## src/rtl/ifetch_unit.sv

```systemverilog
// ifetch_unit: instruction fetch stage. Owns the fetch PC, issues in-order
// word fetches, buffers returned words and hands {inst, inst_pc} to decode.
// Redirects flush buffered and in-flight fetches; stale responses are counted
// off through a drop counter.
// Optional feature macro: IFETCH_MISALIGN_CHK_EN (misaligned-redirect check).
//
// state  | meaning
// run    | normal fetching (misalign_err=0)
// halt   | misaligned redirect seen, requests blocked until an aligned redirect
//          (only exists when IFETCH_MISALIGN_CHK_EN is defined)
module ifetch_unit #(
  parameter logic [31:0] RESET_PC = 32'h0000_0000,
  parameter int          FQ_DEPTH = 2,
  parameter logic [31:0] NOP_INST = 32'h0000_0013
) (
  input  logic        clk,
  input  logic        rst_n,
  output logic        imem_req_valid,
  input  logic        imem_req_ready,
  output logic [31:0] imem_req_addr,
  input  logic        imem_rsp_valid,
  input  logic [31:0] imem_rsp_data,
  input  logic        redirect_valid,
  input  logic [31:0] redirect_pc,
  output logic        inst_valid,
  input  logic        inst_ready,
  output logic [31:0] inst,
  output logic [31:0] inst_pc,
  output logic        misalign_err
);

  localparam int PW = (FQ_DEPTH > 1) ? $clog2(FQ_DEPTH) : 1;
  localparam int CW = $clog2(FQ_DEPTH + 1);

  logic [31:0] fetch_pc;
  logic [31:0] q_inst [FQ_DEPTH];
  logic [31:0] q_pc   [FQ_DEPTH];
  logic [PW-1:0] q_rd, q_wr;
  logic [CW-1:0] q_cnt;
  logic [31:0] t_pc   [FQ_DEPTH];
  logic [PW-1:0] t_rd, t_wr;
  logic [CW-1:0] outstanding;
  logic [15:0]   drop;

  logic        pop, room, halted, req_fire, rsp_drop, rsp_take;
  logic [31:0] pc_tgt;

  function automatic logic [PW-1:0] ptr_inc(input logic [PW-1:0] p);
    return (p == PW'(FQ_DEPTH - 1)) ? '0 : p + 1'b1;
  endfunction

`ifdef IFETCH_MISALIGN_CHK_EN
  logic misalign_q;
  assign halted       = misalign_q;
  assign misalign_err = misalign_q;
`else
  logic unused_low;
  assign unused_low   = ^redirect_pc[1:0];
  assign halted       = 1'b0;
  assign misalign_err = 1'b0;
`endif

  assign pc_tgt = {redirect_pc[31:2], 2'b00};

  // Head of the queue to decode; NOP and PC 0 when nothing is buffered.
  always_comb begin
    inst_valid = (q_cnt != '0);
    inst       = inst_valid ? q_inst[q_rd] : NOP_INST;
    inst_pc    = inst_valid ? q_pc[q_rd] : 32'h0;
  end

  // Request gating: the entry being popped this cycle frees its slot, so a
  // 1-cycle memory can keep decode fed every cycle with two entries.
  always_comb begin
    pop            = inst_valid && inst_ready;
    room           = (({1'b0, q_cnt} - (CW+1)'(pop) + {1'b0, outstanding})
                      < (CW+1)'(FQ_DEPTH));
    imem_req_valid = rst_n && !redirect_valid && room && !halted;
    imem_req_addr  = fetch_pc;
    req_fire       = imem_req_valid && imem_req_ready;
    rsp_drop       = imem_rsp_valid && (drop != 16'd0);
    rsp_take       = imem_rsp_valid && (drop == 16'd0) && !redirect_valid;
  end

  // PC, tag FIFO, instruction queue and drop bookkeeping; redirect wins over all.
  always_ff @(posedge clk) begin
    if (!rst_n) begin
      fetch_pc    <= RESET_PC;
      q_rd        <= '0;
      q_wr        <= '0;
      q_cnt       <= '0;
      t_rd        <= '0;
      t_wr        <= '0;
      outstanding <= '0;
      drop        <= 16'd0;
`ifdef IFETCH_MISALIGN_CHK_EN
      misalign_q  <= 1'b0;
`endif
    end else if (redirect_valid) begin
      // Any response arriving now is discarded, whether it was stale or live.
      fetch_pc    <= pc_tgt;
      q_rd        <= '0;
      q_wr        <= '0;
      q_cnt       <= '0;
      t_rd        <= '0;
      t_wr        <= '0;
      outstanding <= '0;
      drop        <= drop + 16'(outstanding) - 16'(imem_rsp_valid);
`ifdef IFETCH_MISALIGN_CHK_EN
      misalign_q  <= (redirect_pc[1:0] != 2'b00);
`endif
    end else begin
      if (req_fire) begin
        t_pc[t_wr] <= fetch_pc;
        t_wr       <= ptr_inc(t_wr);
        fetch_pc   <= fetch_pc + 32'd4;
      end
      if (rsp_drop) drop <= drop - 16'd1;
      if (rsp_take) begin
        q_inst[q_wr] <= imem_rsp_data;
        q_pc[q_wr]   <= t_pc[t_rd];
        q_wr         <= ptr_inc(q_wr);
        t_rd         <= ptr_inc(t_rd);
      end
      if (pop) q_rd <= ptr_inc(q_rd);
      q_cnt       <= q_cnt + CW'(rsp_take) - CW'(pop);
      outstanding <= outstanding + CW'(req_fire) - CW'(rsp_take);
    end
  end

endmodule
```

## config.mk

```make
export PLATFORM = sky130hd
export DESIGN_NAME = ifetch_unit
export DESIGN_NICKNAME = d
export VERILOG_FILES = /design/src/rtl/ifetch_unit.sv
export SDC_FILE = /design/constraint.sdc
export NUM_CORES = 1
export LEC_CHECK = 0
export ABC_CLOCK_PERIOD_IN_PS = 15900
export BUFFER_PORTS_ARGS = -buffer_cell sky130_fd_sc_hd__buf_2
export CAP_MARGIN = 20
export CORE_MARGIN = 8
export CORE_UTILIZATION = 45
export CTS_BUF_LIST = sky130_fd_sc_hd__clkbuf_16
export DETAILED_ROUTE_END_ITERATION = 16
export HOLD_SLACK_MARGIN = 0.03
export PLACE_DENSITY = 0.66
export SYNTH_ARGS = -nofsm -noshare
export SYNTH_HDL_FRONTEND = slang
export SYNTH_SLANG_ARGS = --single-unit
```

## constraint.sdc

```tcl
create_clock -name clk -period 15.9 [get_ports clk]
set_input_delay 0.795 -clock clk [delete_from_list [all_inputs] [get_ports clk]]
set_output_delay 0.795 -clock clk [all_outputs]
set_load 0.01 [all_outputs]
```

==> run_results.csv <==
group,metric,value,unit
grt,antenna_found_initial,1,
synthesis,synthArstFlopShare,0,
hold_path,holdPathEnd,"q_inst[0][28]",
sta,slew_violations,0,
route,remaining_drc_errors,0,
floorplan,io_pins,169,
clocking,cts_hold_buf,0,
synthesis,synthCells,902,
grt,grt_pass1_wl,39800,µm
power_and_ir_drop,vdd_drop_max,0.000119,V
critical_path,cp-end-kind,"flip-flop",
placement,gp_congestion,0.838,
clocking,insertion_delay,0.53,ns
synthesis,synthTopCellsByCount,"edfxtp_1 (184), nor2_1 (109), mux2i_1 (65)",
sta,rsz0062_at_grt,"false",
power_and_ir_drop,p_leak,4.88,nW
route,drt_iter0_markers,555,
finish,drive_gt1_frac,0.238,
critical_path,crit_fanout,60,
synthesis,synth_area_leader_cell,"edfxtp_1",
synthesis,ys.flop_type,"edfxtp_1",
route,wire_per_inst,17.8,µm
grt,grt_max_degree,63,
clocking,clkTransAtPathRegs,0.06,ns
route,drt-total-wl,25000,µm
power_and_ir_drop,fin_total_pwr,0.00175,W
synthesis,synth_area_leaders,"edfxtp_1 (50%), dfxtp_1 (10%), mux2i_1 (5.9%)",
critical_path,r2r_cells,12,
critical_path,start_kind,"flip-flop",
hold_path,min-delay-start,"imem_rsp_data[28]",
clocking,clockRootBuffer,"clkbuf_16",
placement,dp_hpwl,17000,µm
clocking,post_cts_buffers,0,
critical_path,r2r_slack,10.85,ns
synthesis,synth-seq-cells,240,
sta,worst_slack,10.85,ns
run_status,status,"finished clean",
sta,relSlewSlack,0.387,
hold_path,hold_depth,1,
clocking,cts.repair.resized,0,
synthesis,syn-cell-area,11100,µm²
critical_path,r2r_end,"t_pc[0][19]",
synthesis,netlist-cell-type-count,62,
floorplan,die_y,173,µm
sta,fin_crit,5.05,ns
synthesis,synth_top_area_share,0.500,
sta,whs,0.458,ns
flow_run,drv_cap,0,
sta,fin_skew,0.0111,ns
synthesis,ys_warn_count,0,
synthesis,synth.most_common_cell,"edfxtp_1",
clocking,tritoncts,"built",
sta,setup_violations,0,
route,antenna_left,0,
floorplan,num_rows,57,
grt,grt_pass1_vias,7221,
hold_path,holdCritPathClass,"input pin to flip-flop",
clocking,htree_levels,1,
placement,port_buffers,161,
synthesis,syn_avg_cell_area,12.3,µm²
sta,fmax,198,MHz
sta,period_share,0.317,
floorplan,start_util,0.456,
grt,grt_usage,0.163,
critical_path,cp.arrival,5.23,ns
critical_path,worstSetupPathType,"flip-flop to flip-flop",
grt,overflow,0,
synthesis,synth_edf_count,184,
sta,finalHoldViolCount,0,
route,viasPerCell,5.22,
finish,area_growth,18.2,%
route,drt_pass1_iterations,6,
floorplan,die_area,29800,µm²
placement,post-place-ws,10.78,ns
finish,antenna_cells,0,
critical_path,r2r_start,"q_cnt[0]",
critical_path,worstPathRequired,16.09,ns
clocking,cts_buffer_depth,3,
floorplan,chipWidth,173,µm
sta,worst-slew-pin-transition,0.920,ns
clocking,cts_buffers,26,
floorplan,core_area,24200,µm²
power_and_ir_drop,pwr_density_cell,134,nW/µm²
finish,nets,1179,
route,vias,7342,
sta,setup_tns,0,ns
synthesis,ys_seq_area_frac,0.601,
clocking,clkSinkCount,240,
==> stage by stage <==
step / util / cells / area [µm²]
global route: 0.539 / 1406 / 13100
CTS: 0.539 / 1406 / 13100
finish: 0.539 / 1406 / 13100
global placement: 0.502 / 1358 / 12200
floorplan: - / 906 / 11100
detailed placement: 0.502 / 1358 / 12200
==> state kept, by name, indices dropped and copies added, names as in the netlist, named ones only <==
| signal | cells |
|---|---|
| t_wr | 1 |
| q_wr | 1 |
| outstanding | 2 |
| q_pc | 60 |
| q_inst | 64 |
| q_rd | 1 |
| imem_req_addr | 30 |
| q_cnt | 2 |
| t_pc | 60 |
| t_rd | 1 |
| drop | 16 |
==> per-layer routing <==
metal / vias to the layer above / routed length, µm / track usage
li1: 3589 / - / -
met1: 3499 / 10900 / 0.206
met2: 205 / 12100 / 0.277
met3: 47 / 1370 / 0.0329
met4: 2 / 677 / 0.0492
met5: - / 9 / 0
==> where the power goes <==
| group | switching (W) | total, W | internal (W) | leakage (nW) |
|---|---|---|---|---|
| clock | 0.000239 | 0.000619 | 0.000379 | 0.454 |
| combinational | 0.000237 | 0.000412 | 0.000175 | 2.30 |
| sequential | 0.0000234 | 0.000723 | 0.000699 | 2.12 |
| total | 0.000500 | 0.00175 | 0.00125 | 4.88 |
==> cells by family after synthesis <==
group / Yosys count / share of synthesized area
buf+inv: 88 / 0.0336
xor+xnor: 42 / 0.0333
simple gates: 261 / 0.113
other cells: 1 / 0.000339
fa+ha+maj: 47 / 0.0546
mux: 96 / 0.0908
flops: 240 / 0.601
compound gates: 127 / 0.0731
==> layout make-up <==
type,count,area (µm²)
multi-input cells,578,4070
clock buffers,26,651
clock inverters,22,243
well taps,324,405
flip-flops and latches,240,6650
repair buffers,171,881
inverters,45,169
fillers,2098,11200
==> worst max path at each step <==
stage	start	endpoint	cells after the start
2_1_floorplan	redirect_valid	q_inst[0][0]	5
3_3_place_gp	q_cnt[0]	t_pc[0][24]	12
3_5_place_dp	q_cnt[0]	t_pc[0][27]	12
4_1_cts	q_cnt[0]	t_pc[0][19]	12
5_1_grt	q_cnt[0]	t_pc[0][18]	12
6_report	q_cnt[0]	t_pc[0][19]	12
==> cells in the final DEF, fill, tap and decap left out, drive strengths merged, types with 2 or more instances in the layout <==
cell    instances
inv            48
nand2          50
a221oi          6
xor2            7
nor3           18
nand2b          7
nand4          14
nor2b           9
nor4            3
clkinv         13
o22ai           2
a31oi           9
xnor2          35
o211ai          9
mux2i          65
dfxtp          56
a21oi          41
or3             7
o21bai          2
and3            8
o31a            2
a21o            2
fa              2
o21a            2
o21ai          26
o31ai           2
ha             45
nand3          20
a311oi          4
mux2           31
bufinv          5
nor2          110
and4            5
buf           171
conb            5
and2            6
clkbuf         26
edfxtp        184
a211oi         13
nor3b           2
==> critical path, cell delays in order, from the launching register on <==
cell and delay [ns]:
dfxtp_1 0.35, nor2_4 0.08, buf_4 0.53, inv_1 0.23, and2_1 0.28, ha_1 0.27
nand2b_1 0.15, fa_1 0.38, xor2_1 0.16, and4_1 0.82, inv_1 0.50, nor2_2 0.50
buf_4 0.41
Power figures use the tool's default switching activity.
